--- config.mk ---
export PLATFORM = sky130hd
export DESIGN_NAME = mc_control_fsm_flat
export DESIGN_NICKNAME = d
export VERILOG_FILES = /design/src/rtl/mc_control_fsm_pkg.sv /design/src/rtl/mc_control_fsm_if.sv /design/src/rtl/mc_control_fsm_alu_decoder.sv /design/src/rtl/mc_control_fsm.sv /design/src/flat_wrapper.sv
export SDC_FILE = /design/constraint.sdc
export NUM_CORES = 1
export LEC_CHECK = 0
export ABC_AREA = 1
export CORE_UTILIZATION = 35
export CTS_BUF_LIST = sky130_fd_sc_hd__clkbuf_8
export CTS_CLUSTER_DIAMETER = 50
export DETAILED_ROUTE_END_ITERATION = 10
export GPL_TIMING_DRIVEN = 1
export HOLD_SLACK_MARGIN = 0.12
export PLACE_DENSITY_LB_ADDON = 0.1
export SYNTH_ARGS = -nofsm -noshare
export SYNTH_HDL_FRONTEND = slang
export SYNTH_SLANG_ARGS = --single-unit
--- constraint.sdc ---
create_clock -name clk -period 1.9 [get_ports clk]
set_input_delay 0.38 -clock clk [delete_from_list [all_inputs] [get_ports clk]]
set_output_delay 0.38 -clock clk [all_outputs]
set_load 0.01 [all_outputs]
--- src/rtl/mc_control_fsm_pkg.sv ---
// Shared definitions for the multicycle MIPS control FSM: state encoding,
// opcode/funct constants, ALU control codes, PC/ALU-B mux selects and the
// bundled control-word type driven by the FSM output logic.
package mc_control_fsm_pkg;

  typedef enum logic [4:0] {
    FETCH, DECODE, MEMADR, MEMRD, MEMWB, MEMWR, RTEXEC, ALUWB, BRANCH,
    ADDIEXEC, ADDIWB, JUMP, JAL, JR, MFWB, MULT, MULTWAIT
  } state_t;

  // Opcodes (IR[31:26])
  localparam logic [5:0] OP_RTYPE = 6'b000000;
  localparam logic [5:0] OP_LW    = 6'b100011;
  localparam logic [5:0] OP_SW    = 6'b101011;
  localparam logic [5:0] OP_BEQ   = 6'b000100;
  localparam logic [5:0] OP_ADDI  = 6'b001000;
  localparam logic [5:0] OP_J     = 6'b000010;
  localparam logic [5:0] OP_JAL   = 6'b000011;

  // R-type functs (IR[5:0])
  localparam logic [5:0] FN_ADD   = 6'b100000;
  localparam logic [5:0] FN_SUB   = 6'b100010;
  localparam logic [5:0] FN_AND   = 6'b100100;
  localparam logic [5:0] FN_OR    = 6'b100101;
  localparam logic [5:0] FN_SLT   = 6'b101010;
  localparam logic [5:0] FN_MULTU = 6'b011001;
  localparam logic [5:0] FN_MFHI  = 6'b010000;
  localparam logic [5:0] FN_MFLO  = 6'b010010;
  localparam logic [5:0] FN_JR    = 6'b001000;

  // ALU control codes
  localparam logic [2:0] ALU_AND = 3'b000;
  localparam logic [2:0] ALU_OR  = 3'b001;
  localparam logic [2:0] ALU_ADD = 3'b010;
  localparam logic [2:0] ALU_SUB = 3'b110;
  localparam logic [2:0] ALU_SLT = 3'b111;

  // PC source select
  localparam logic [1:0] PCSRC_PLUS4  = 2'b00;
  localparam logic [1:0] PCSRC_BRANCH = 2'b01;
  localparam logic [1:0] PCSRC_JUMP   = 2'b10;
  localparam logic [1:0] PCSRC_REG    = 2'b11;

  // ALU B operand select
  localparam logic [1:0] SRCB_REG  = 2'b00;
  localparam logic [1:0] SRCB_FOUR = 2'b01;
  localparam logic [1:0] SRCB_IMM  = 2'b10;
  localparam logic [1:0] SRCB_BTA  = 2'b11;

  typedef struct packed {
    logic       pcen;
    logic       iord;
    logic       memwrite;
    logic       irwrite;
    logic       regdst;
    logic       memtoreg;
    logic       regwrite;
    logic       alusrca;
    logic [1:0] alusrcb;
    logic [1:0] pcsrc;
    logic [2:0] alucontrol;
    logic       jalsel;
    logic       select_result;
    logic       hi_lo;
    logic       hi_lo_load;
    logic       mult_start;
    logic       illegal;
    logic       mult_timeout;
  } ctrl_t;

endpackage

--- src/rtl/mc_control_fsm_if.sv ---
// Control bus between the FSM and the datapath.
//   master: FSM side   (inputs op/funct/zero/mult_done, drives control outputs)
//   slave : datapath side (mirror image)
interface mc_control_fsm_if;
  logic [5:0] op;
  logic [5:0] funct;
  logic       zero;
  logic       mult_done;

  logic       pcen;
  logic       iord;
  logic       memwrite;
  logic       irwrite;
  logic       regdst;
  logic       memtoreg;
  logic       regwrite;
  logic       alusrca;
  logic [1:0] alusrcb;
  logic [1:0] pcsrc;
  logic [2:0] alucontrol;
  logic       jalsel;
  logic       select_result;
  logic       hi_lo;
  logic       hi_lo_load;
  logic       mult_start;
  logic       illegal;
  logic       mult_timeout;

  modport master (
    input  op, funct, zero, mult_done,
    output pcen, iord, memwrite, irwrite, regdst, memtoreg, regwrite,
           alusrca, alusrcb, pcsrc, alucontrol, jalsel, select_result,
           hi_lo, hi_lo_load, mult_start, illegal, mult_timeout
  );

  modport slave (
    output op, funct, zero, mult_done,
    input  pcen, iord, memwrite, irwrite, regdst, memtoreg, regwrite,
           alusrca, alusrcb, pcsrc, alucontrol, jalsel, select_result,
           hi_lo, hi_lo_load, mult_start, illegal, mult_timeout
  );
endinterface

--- src/rtl/mc_control_fsm_alu_decoder.sv ---
// alu_decoder: maps an R-type funct to the ALU control code.
//   funct_i      : instruction funct field
//   alucontrol_o : ALU operation for R arithmetic functs (ADD otherwise)
//   arith_o      : funct is one of add/sub/and/or/slt
module alu_decoder (
  input  logic [5:0] funct_i,
  output logic [2:0] alucontrol_o,
  output logic       arith_o
);
  import mc_control_fsm_pkg::*;

  always_comb begin
    alucontrol_o = ALU_ADD;
    arith_o      = 1'b1;
    case (funct_i)
      FN_ADD:  alucontrol_o = ALU_ADD;
      FN_SUB:  alucontrol_o = ALU_SUB;
      FN_AND:  alucontrol_o = ALU_AND;
      FN_OR:   alucontrol_o = ALU_OR;
      FN_SLT:  alucontrol_o = ALU_SLT;
      default: arith_o      = 1'b0;
    endcase
  end
endmodule

--- src/rtl/mc_control_fsm.sv ---
// Multicycle MIPS control FSM with multiplier wait/timeout handling.
//   clk, reset : clock, synchronous active-high reset
//   bus        : control interface (master side), see mc_control_fsm_if
//   MULT_WAIT_MAX : maximum MULTWAIT cycles before mult_timeout (1..128)
module mc_control_fsm #(
  parameter int unsigned MULT_WAIT_MAX = 64
) (
  input logic              clk,
  input logic              reset,
  mc_control_fsm_if.master bus
);
  import mc_control_fsm_pkg::*;

  localparam logic [6:0] WAIT_LAST = 7'(MULT_WAIT_MAX - 1);

  state_t     state_q, state_d;
  logic [6:0] wait_cnt_q, wait_cnt_d;
  logic [2:0] funct_alu;
  logic       funct_arith;
  logic       wait_expired;
  ctrl_t      ctrl;

  alu_decoder u_alu_decoder (
    .funct_i      (bus.funct),
    .alucontrol_o (funct_alu),
    .arith_o      (funct_arith)
  );

  // wait_cnt_q holds the number of MULTWAIT cycles already completed
  assign wait_expired = (wait_cnt_q == WAIT_LAST);

  always_ff @(posedge clk) begin
    if (reset) begin
      state_q    <= FETCH;
      wait_cnt_q <= '0;
    end else begin
      state_q    <= state_d;
      wait_cnt_q <= wait_cnt_d;
    end
  end

  always_comb begin
    state_d    = state_q;
    wait_cnt_d = wait_cnt_q;
    case (state_q)
      FETCH:  state_d = DECODE;
      DECODE: begin
        case (bus.op)
          OP_LW, OP_SW: state_d = MEMADR;
          OP_BEQ:       state_d = BRANCH;
          OP_ADDI:      state_d = ADDIEXEC;
          OP_J:         state_d = JUMP;
          OP_JAL:       state_d = JAL;
          OP_RTYPE: begin
            if (funct_arith) begin
              state_d = RTEXEC;
            end else begin
              case (bus.funct)
                FN_MULTU:         state_d = MULT;
                FN_MFHI, FN_MFLO: state_d = MFWB;
                FN_JR:            state_d = JR;
                default:          state_d = FETCH;
              endcase
            end
          end
          default: state_d = FETCH;
        endcase
      end
      MEMADR:   state_d = (bus.op == OP_LW) ? MEMRD : MEMWR;
      MEMRD:    state_d = MEMWB;
      RTEXEC:   state_d = ALUWB;
      ADDIEXEC: state_d = ADDIWB;
      MULT: begin
        state_d    = MULTWAIT;
        wait_cnt_d = '0;
      end
      MULTWAIT: begin
        if (bus.mult_done || wait_expired) begin
          state_d = FETCH;
        end else begin
          wait_cnt_d = wait_cnt_q + 7'd1;
        end
      end
      default: state_d = FETCH;
    endcase
  end

  always_comb begin
    ctrl = '0;
    if (!reset) begin
      case (state_q)
        FETCH: begin
          ctrl.irwrite    = 1'b1;
          ctrl.pcen       = 1'b1;
          ctrl.alusrcb    = SRCB_FOUR;
          ctrl.alucontrol = ALU_ADD;
          ctrl.pcsrc      = PCSRC_PLUS4;
        end
        DECODE: begin
          ctrl.alusrcb    = SRCB_BTA;
          ctrl.alucontrol = ALU_ADD;
          // DECODE falls back to FETCH only for unsupported op/funct
          ctrl.illegal    = (state_d == FETCH);
        end
        MEMADR, ADDIEXEC: begin
          ctrl.alusrca    = 1'b1;
          ctrl.alusrcb    = SRCB_IMM;
          ctrl.alucontrol = ALU_ADD;
        end
        MEMRD: ctrl.iord = 1'b1;
        MEMWB: begin
          ctrl.regwrite = 1'b1;
          ctrl.memtoreg = 1'b1;
        end
        MEMWR: begin
          ctrl.iord     = 1'b1;
          ctrl.memwrite = 1'b1;
        end
        RTEXEC: begin
          ctrl.alusrca    = 1'b1;
          ctrl.alusrcb    = SRCB_REG;
          ctrl.alucontrol = funct_alu;
        end
        ALUWB: begin
          ctrl.regwrite = 1'b1;
          ctrl.regdst   = 1'b1;
        end
        BRANCH: begin
          ctrl.alusrca    = 1'b1;
          ctrl.alucontrol = ALU_SUB;
          ctrl.pcsrc      = PCSRC_BRANCH;
          ctrl.pcen       = bus.zero;
        end
        ADDIWB: ctrl.regwrite = 1'b1;
        JUMP: begin
          ctrl.pcen  = 1'b1;
          ctrl.pcsrc = PCSRC_JUMP;
        end
        JAL: begin
          ctrl.pcen     = 1'b1;
          ctrl.pcsrc    = PCSRC_JUMP;
          ctrl.regwrite = 1'b1;
          ctrl.jalsel   = 1'b1;
        end
        JR: begin
          ctrl.pcen  = 1'b1;
          ctrl.pcsrc = PCSRC_REG;
        end
        MFWB: begin
          ctrl.regwrite      = 1'b1;
          ctrl.regdst        = 1'b1;
          ctrl.select_result = 1'b1;
          ctrl.hi_lo         = (bus.funct == FN_MFHI);
        end
        MULT: ctrl.mult_start = 1'b1;
        MULTWAIT: begin
          ctrl.hi_lo_load   = bus.mult_done;
          ctrl.mult_timeout = !bus.mult_done && wait_expired;
        end
        default: ;
      endcase
    end
  end

  assign bus.pcen          = ctrl.pcen;
  assign bus.iord          = ctrl.iord;
  assign bus.memwrite      = ctrl.memwrite;
  assign bus.irwrite       = ctrl.irwrite;
  assign bus.regdst        = ctrl.regdst;
  assign bus.memtoreg      = ctrl.memtoreg;
  assign bus.regwrite      = ctrl.regwrite;
  assign bus.alusrca       = ctrl.alusrca;
  assign bus.alusrcb       = ctrl.alusrcb;
  assign bus.pcsrc         = ctrl.pcsrc;
  assign bus.alucontrol    = ctrl.alucontrol;
  assign bus.jalsel        = ctrl.jalsel;
  assign bus.select_result = ctrl.select_result;
  assign bus.hi_lo         = ctrl.hi_lo;
  assign bus.hi_lo_load    = ctrl.hi_lo_load;
  assign bus.mult_start    = ctrl.mult_start;
  assign bus.illegal       = ctrl.illegal;
  assign bus.mult_timeout  = ctrl.mult_timeout;
endmodule

--- src/flat_wrapper.sv ---
// flat-port wrapper written by rule: the top's interface ports become plain ports
module mc_control_fsm_flat import mc_control_fsm_pkg::*;
#(
  parameter int unsigned MULT_WAIT_MAX = 64
)
  (clk, reset, bus_op, bus_funct, bus_zero, bus_mult_done, bus_pcen, bus_iord, bus_memwrite, bus_irwrite, bus_regdst, bus_memtoreg, bus_regwrite, bus_alusrca, bus_alusrcb, bus_pcsrc, bus_alucontrol, bus_jalsel, bus_select_result, bus_hi_lo, bus_hi_lo_load, bus_mult_start, bus_illegal, bus_mult_timeout);
  mc_control_fsm_if bus_i ();
  input logic clk;
  input logic reset;
  input wire logic [$bits(bus_i.op)-1:0] bus_op;
  input wire logic [$bits(bus_i.funct)-1:0] bus_funct;
  input wire logic [$bits(bus_i.zero)-1:0] bus_zero;
  input wire logic [$bits(bus_i.mult_done)-1:0] bus_mult_done;
  output wire logic [$bits(bus_i.pcen)-1:0] bus_pcen;
  output wire logic [$bits(bus_i.iord)-1:0] bus_iord;
  output wire logic [$bits(bus_i.memwrite)-1:0] bus_memwrite;
  output wire logic [$bits(bus_i.irwrite)-1:0] bus_irwrite;
  output wire logic [$bits(bus_i.regdst)-1:0] bus_regdst;
  output wire logic [$bits(bus_i.memtoreg)-1:0] bus_memtoreg;
  output wire logic [$bits(bus_i.regwrite)-1:0] bus_regwrite;
  output wire logic [$bits(bus_i.alusrca)-1:0] bus_alusrca;
  output wire logic [$bits(bus_i.alusrcb)-1:0] bus_alusrcb;
  output wire logic [$bits(bus_i.pcsrc)-1:0] bus_pcsrc;
  output wire logic [$bits(bus_i.alucontrol)-1:0] bus_alucontrol;
  output wire logic [$bits(bus_i.jalsel)-1:0] bus_jalsel;
  output wire logic [$bits(bus_i.select_result)-1:0] bus_select_result;
  output wire logic [$bits(bus_i.hi_lo)-1:0] bus_hi_lo;
  output wire logic [$bits(bus_i.hi_lo_load)-1:0] bus_hi_lo_load;
  output wire logic [$bits(bus_i.mult_start)-1:0] bus_mult_start;
  output wire logic [$bits(bus_i.illegal)-1:0] bus_illegal;
  output wire logic [$bits(bus_i.mult_timeout)-1:0] bus_mult_timeout;
  assign bus_i.op = bus_op;
  assign bus_i.funct = bus_funct;
  assign bus_i.zero = bus_zero;
  assign bus_i.mult_done = bus_mult_done;
  assign bus_pcen = bus_i.pcen;
  assign bus_iord = bus_i.iord;
  assign bus_memwrite = bus_i.memwrite;
  assign bus_irwrite = bus_i.irwrite;
  assign bus_regdst = bus_i.regdst;
  assign bus_memtoreg = bus_i.memtoreg;
  assign bus_regwrite = bus_i.regwrite;
  assign bus_alusrca = bus_i.alusrca;
  assign bus_alusrcb = bus_i.alusrcb;
  assign bus_pcsrc = bus_i.pcsrc;
  assign bus_alucontrol = bus_i.alucontrol;
  assign bus_jalsel = bus_i.jalsel;
  assign bus_select_result = bus_i.select_result;
  assign bus_hi_lo = bus_i.hi_lo;
  assign bus_hi_lo_load = bus_i.hi_lo_load;
  assign bus_mult_start = bus_i.mult_start;
  assign bus_illegal = bus_i.illegal;
  assign bus_mult_timeout = bus_i.mult_timeout;
  mc_control_fsm #(.MULT_WAIT_MAX(MULT_WAIT_MAX)) u_core (.clk(clk), .reset(reset), .bus(bus_i));
endmodule
==> flow_summary.json, run 1 <==
{
  "crit_fanout": 4,
  "worst_path_max_delay_cell": "clkdlybuf4s15_1",
  "avgViaCountPerCell": 4.89,
  "power.switching_uw": 221,
  "finalWeightedCongestion": 0.893,
  "hold_viol_final": 0,
  "fin_cells": 350,
  "endpoint_kind": "primary output",
  "synth_top_flop_cell": "dfxtp_1",
  "drcViolationCount": 0,
  "finalClockSkew_ns": 0.00178,
  "overflow": 0,
  "synth.yosys.warnings": 0,
  "drive_gt1_frac": 0.526,
  "rsz0062_at_grt": "true",
  "syn_area_per_cell_um2": 5.59,
  "dr.pass1.iters": 4,
  "core_um2": 3130,
  "hold_class": "flip-flop to flip-flop",
  "clockRootBuffer": "clkbuf_8",
  "cpMostUsedCell": "nor2_4",
  "relSlewSlack": 0.842,
  "required_ns": 1.52,
  "start_util": 0.379,
  "synth_top_area_frac": 0.203,
  "pwr-share-clk": 0.368,
  "cts_buffers": 3,
  "synth-edff-count": 0,
  "routed_wl_um": 4080,
  "synth_area_um2": 1190,
  "share_comb_of_total_power": 0.295,
  "yosysMostFrequentCell": "nor2_1",
  "power.total_uw": 761,
  "track_usage": 0.210,
  "violations": "setup timing",
  "htree_levels": 1,
  "die_h_um": 60.2,
  "antenna_cells": 0,
  "final_cell_area_um2": 2180,
  "cp_top_family": "simple AND/OR/NAND/NOR gates",
  "wire_per_inst_um": 11.6,
  "yosysTopAreaCell": "dfxtp_1",
  "synth_top_cells_by_area": "dfxtp_1 20%, nor2_1 15%, nand3_1 13%",
  "period_share": 1.07,
  "synth_fp_nets": 229,
  "die_width_um": 60.2,
  "worst_setup_path_start_kind": "primary input",
  "insertion_delay_ns": 0.24,
  "ys_seq_elements": 12,
  "fin_ws_ns": -0.142,
  "grt_pass1_wl_um": 5910,
  "cts_sinks": 12,
  "ant_nets": 0,
  "grt_max_degree": 18,
  "crit_arrival_ns": 1.66,
  "rows": 20,
  "finalSetupViolCount": 4,
  "die-area_um2": 3630,
  "internal-power_uw": 539,
  "max_freq_mhz": 490,
  "path_cells": "clkdlybuf4s15_1 -> nor2_4 -> nand3_2 -> nand3_2 -> nor2_4 -> nor2_4 -> a21oi_2 -> nand2_1 -> nor2_1 -> buf_2",
  "fin_nets": 324,
  "whs_ns": 0.477,
  "synth_cell_type_count": 26,
  "syn_inst": 212,
  "period_needed_ns": 2.04,
  "critPathBufInv": 2,
  "clkTransAtPathRegs_ns": 0.05,
  "synth_async_sr_flop_share": 0,
  "dp_hpwl_um": 2860,
  "antenna_found_initial": 0,
  "syn_to_final_growth_pct": 83.6,
  "critPathMaxStageDelay_ns": 0.26,
  "cap_violations": 0,
  "p_sw_frac": 0.291,
  "vias": 1711,
  "worstSetupPathType": "primary input to primary output",
  "clock_path_buffers": 2,
  "portBuffers": 37,
  "pwr-share-seq": 0.336,
  "p_leak_uw": 0.00109,
  "cts_tree": "done",
  "drtIter0Drc": 74,
  "synth_common_cells": "47 x nor2_1, 31 x nand2_1, 30 x nand3_1",
  "dp.cells": 338,
  "outcome": "finished, violations left",
  "dpl_cell_area_um2": 1970,
  "pin_count": 38,
  "max_slew.worst_pin.slew_ns": 0.234,
  "maxSlewViolCount": 0,
  "first_global_vias": 1480,
  "nFillCells": 288,
  "peakVddDrop_uv": 354,
  "synth_seq_area_share": 0.203,
  "post-place-ws_ns": -0.788,
  "power_density_nw_per_um2": 349
}
-- worst min-delay path, stage by stage (launching register included) --
cell and delay, ns:
dfxtp_1 0.31, o2111ai_1 0.09, inv_1 0.04
-- placed cells by master (no fill, tap or decap), drive strengths merged, types with 2 or more instances in the layout --
master and n:
dlygate4sd2 5, buf 66, a21oi 17, nor3 4
nor2 59, inv 35, clkdlybuf4s15 4, o21ai 6
nand3 33, or2 2, clkbuf 19, nand2 33
clkdlybuf4s50 2, dfxtp 12, a31oi 2
-- through the flow --
step / util / TNS [ns]
4_1_cts: 0.668 / -0.441
2_1_floorplan: - / 0
5_1_grt: 0.696 / -0.760
3_5_place_dp: 0.631 / -7.19
3_3_place_gp: 0.631 / -6.97
6_report: 0.696 / -0.255
-- power groups by stage --
| stage | registers, uW | clock network (uW) | logic [uW] |
|---|---|---|---|
| finish | 256 | 280 | 225 |
| global route | 256 | 293 | 244 |
| CTS | 256 | 283 | 195 |
| detailed placement | 262 | 0 | 187 |
| global placement | 261 | 0 | 186 |
| floorplan | 261 | 0 | 76.4 |
-- cells by family after synthesis --
group / Yosys count / share of synthesized area
AND/OR/NAND/NOR: 133 / 0.523
buffers and inverters: 38 / 0.122
AO/OA/AOI/OAI: 28 / 0.141
flip-flops: 12 / 0.203
adder cells (fa/ha/maj): 1 / 0.0105
-- final cells by class --
class / count / area, um^2 / share of cell area
multi-input combinational: 162 / 1010 / 0.463
timing repair buffer: 93 / 678 / 0.311
sequential: 12 / 248 / 0.114
inverter: 35 / 134 / 0.0615
clock buffer: 4 / 55.1 / 0.0253
tap: 44 / 55.1 / 0.0253
-- routing by layer --
| layer | vias to the layer above | track usage | routed length, um |
|---|---|---|---|
| met5 | - | 0 | 0 |
| met4 | 0 | 0.0498 | 64 |
| met3 | 8 | 0.00866 | 170 |
| met2 | 44 | 0.399 | 2050 |
| met1 | 777 | 0.254 | 1800 |
| li1 | 882 | - | - |
-- worst paths after layout --
path	from	endpoint	slack (ns)	cells after the start
hold reg to reg	u_core.wait_cnt_q[6]	u_core.wait_cnt_q[6]	0.48	2
setup reg to reg	u_core.state_q[3]	u_core.wait_cnt_q[5]	0.35	12
hold / removal	u_core.wait_cnt_q[6]	u_core.wait_cnt_q[6]	0.48	2
setup / recovery	bus_op[3]	bus_illegal	-0.14	10
-- sequential cells by signal, indices dropped and copies added, names as in the netlist --
name,count
u_core.state_q,5
u_core.wait_cnt_q,7
-- what timing repair did --
action                     CTS  global route
gates resized for setup     94            73
setup endpoints to repair   22            21
buffers inserted             3             5
hold buffers                 0             0
pin swaps                    7            18
(Power assumes the default switching activity.)
==> run 2: changes to the inputs <==
--- a/config.mk
+++ b/config.mk
@@ -6,12 +6,13 @@
 export NUM_CORES = 1
 export LEC_CHECK = 0
 export ABC_AREA = 1
+export CORE_MARGIN = 4
 export CORE_UTILIZATION = 35
 export CTS_BUF_LIST = sky130_fd_sc_hd__clkbuf_8
 export CTS_CLUSTER_DIAMETER = 50
 export DETAILED_ROUTE_END_ITERATION = 10
 export GPL_TIMING_DRIVEN = 1
-export HOLD_SLACK_MARGIN = 0.12
+export HOLD_SLACK_MARGIN = 0.03
 export PLACE_DENSITY_LB_ADDON = 0.1
 export SYNTH_ARGS = -nofsm -noshare
 export SYNTH_HDL_FRONTEND = slang
==> flow_summary.json, run 2 (synthesis gave the netlist of run 1 again) <==
{
  "ff_latch_area_um2": 258,
  "vias": 1651,
  "cts_sinks": 12,
  "drtIter0Drc": 79,
  "critPathBufInv": 4,
  "finalSetupViolCount": 5,
  "dr.pass1.iters": 4,
  "grt_max_degree": 14,
  "die_width_um": 66.2,
  "wire_per_inst_um": 11.7,
  "path_cells": "inv_2 -> nor2_4 -> nand2_4 -> buf_4 -> a21oi_2 -> a31oi_1 -> or2_1 -> inv_2 -> buf_6",
  "p_sw_frac": 0.294,
  "die-area_um2": 4380,
  "grt_pass1_wl_um": 6420,
  "dp.cells": 338,
  "clkTransAtPathRegs_ns": 0.05,
  "finalClockSkew_ns": 0.00215,
  "hold_buffers": 0,
  "antenna_found_initial": 0,
  "clock_path_buffers": 2,
  "insertion_delay_ns": 0.25,
  "max_freq_mhz": 510,
  "endpoint_kind": "primary output",
  "grt.met2_usage": 0.336,
  "crit_fanout": 4,
  "nFillCells": 299,
  "die_h_um": 66.2,
  "cp.depth": 9,
  "endpoint": "bus_pcsrc[1]",
  "relSlewSlack": 0.850,
  "overflow": 0,
  "required_ns": 1.52,
  "max_slew.worst_pin.slew_ns": 0.224,
  "internal-power_uw": 532,
  "violations": "setup timing",
  "cts_tree": "done",
  "drcViolationCount": 0,
  "period_share": 1.03,
  "grt_use_met1": 0.224,
  "drive_gt1_frac": 0.584,
  "rr_startpoint": "u_core.state_q[0]",
  "worstSetupPathType": "flip-flop to primary output",
  "startpoint": "u_core.state_q[0]",
  "share_comb_of_total_power": 0.286,
  "whs_ns": 0.478,
  "use_met3": 0.0221,
  "reg.largest.list": "u_core.wait_cnt_q: 7 flops, u_core.state_q: 5 flops",
  "syn_to_final_growth_pct": 85.3,
  "track_usage": 0.183,
  "p_leak_uw": 0.00107,
  "critPathMaxStageDelay_ns": 0.36,
  "final_common_cell": "buf_4",
  "fin_cells": 349,
  "start_util": 0.376,
  "cap_violations": 0,
  "fin_ws_ns": -0.0614,
  "maxSlewViolCount": 0,
  "fin_nets": 323,
  "cp_top_family": "simple AND/OR/NAND/NOR gates",
  "outcome": "finished, violations left",
  "power.switching_uw": 221,
  "first_global_vias": 1491,
  "pin_count": 38,
  "power_density_nw_per_um2": 343,
  "worst_setup_path_start_kind": "flip-flop",
  "final_cell_mix": "52 x buf_4, 32 x nor2_1, 24 x nand2_1",
  "cpMostUsedCell": "inv_2",
  "ant_nets": 0,
  "hold_viol_final": 0,
  "finalWeightedCongestion": 0.814,
  "reg2regPathDepth": 13,
  "multi_input_area_um2": 1050,
  "period_needed_ns": 1.96,
  "portBuffers": 37,
  "rrSetupSlack_ns": 0.36,
  "rows": 20,
  "cts_buffers": 3,
  "busiest_layer": "met2",
  "crit_arrival_ns": 1.58,
  "pwr-share-seq": 0.336,
  "top_register": "u_core.wait_cnt_q",
  "worst_path_max_delay_cell": "dfxtp_4",
  "antenna_cells": 0,
  "dp_hpwl_um": 2930,
  "largest_register_ffs": 7,
  "rsz0062_at_grt": "true",
  "routed_wl_um": 4070,
  "clockRootBuffer": "clkbuf_8",
  "avgViaCountPerCell": 4.73,
  "peakVddDrop_uv": 442,
  "htree_levels": 1,
  "hold_class": "flip-flop to flip-flop",
  "core_um2": 3150,
  "pwr-share-clk": 0.378,
  "reg2reg_to": "u_core.wait_cnt_q[5]"
}
-- run 2: cell types whose count changed in the layout (fill, tap and decap cells not counted), moves of 3 or more --
cell	previous run	this run
nand3_1	19	14
nor2_2	8	13
clkbuf_2	15	18
dfxtp_4	1	4
nor2_1	35	32
buf_6	1	4
nand3_2	12	16
dlygate4sd2_1	5	2
-- run 2: through the flow --
| stage | area, um^2 | worst slack (ns) | utilization | power [uW] | TNS, ns |
|---|---|---|---|---|---|
| after floorplan | 1190 | 0.308 | - | 338 | 0 |
| after global placement | 1960 | -0.732 | 0.622 | 446 | -8.27 |
| after detailed placement | 1960 | -0.761 | 0.622 | 447 | -8.52 |
| after CTS | 2100 | -0.104 | 0.665 | 740 | -0.184 |
| after global routing | 2200 | -0.153 | 0.697 | 792 | -0.751 |
| final | 2200 | -0.0614 | 0.697 | 753 | -0.181 |
-- run 2: final cells by class --
type                       count  share of cell area
tap                           44              0.0250
clock buffer                   4              0.0250
sequential                    12               0.117
inverter                      35              0.0632
timing repair buffer          92               0.293
multi-input combinational    162               0.477
-- run 2: what timing repair did --
| action | CTS | global route |
|---|---|---|
| buffers inserted | 4 | 3 |
| gates resized for setup | 113 | 89 |
| pin swaps | 10 | 15 |
| setup endpoints to repair | 22 | 21 |
-- run 2: layer usage --
| metal | wire (um) | share of wire |
|---|---|---|
| met1 | 1700 | 0.42 |
| met2 | 2100 | 0.51 |
| met3 | 211 | 0.052 |
| met4 | 61 | 0.015 |
| met5 | 0 | 0 |
-- run 2: worst register-to-register path, cell delays in order, from the launching register on --
cell and delay, ns:
dfxtp_4 0.35, buf_6 0.11, nor2_4 0.09, buf_4 0.13, nand3_2 0.09, inv_2 0.06
buf_4 0.11, nand3_2 0.10, nand2_4 0.11, inv_4 0.06, nor2_4 0.09, nand2_1 0.06
nand2_1 0.05, nor2_1 0.03
-- run 2: how the worst min path moves through the flow --
| stage | startpoint | slack, ns | depth (start not counted) | end |
|---|---|---|---|---|
| after floorplan | u_core.wait_cnt_q[6] | 0.46 | 2 | u_core.wait_cnt_q[6] |
| after global routing | u_core.wait_cnt_q[6] | 0.51 | 2 | u_core.wait_cnt_q[6] |
| after detailed placement | u_core.wait_cnt_q[4] | 0.47 | 2 | u_core.wait_cnt_q[4] |
| after global placement | u_core.wait_cnt_q[4] | 0.47 | 2 | u_core.wait_cnt_q[4] |
| after CTS | u_core.wait_cnt_q[4] | 0.48 | 2 | u_core.wait_cnt_q[4] |
| final | u_core.wait_cnt_q[4] | 0.48 | 2 | u_core.wait_cnt_q[4] |
-- run 2: power groups by stage --
stage | combinational (uW) | clock [uW] | sequential [uW]
floorplan | 76.4 | 0 | 261
global placement | 185 | 0 | 261
detailed placement | 185 | 0 | 261
CTS | 196 | 286 | 257
global route | 235 | 304 | 253
finish | 215 | 285 | 253
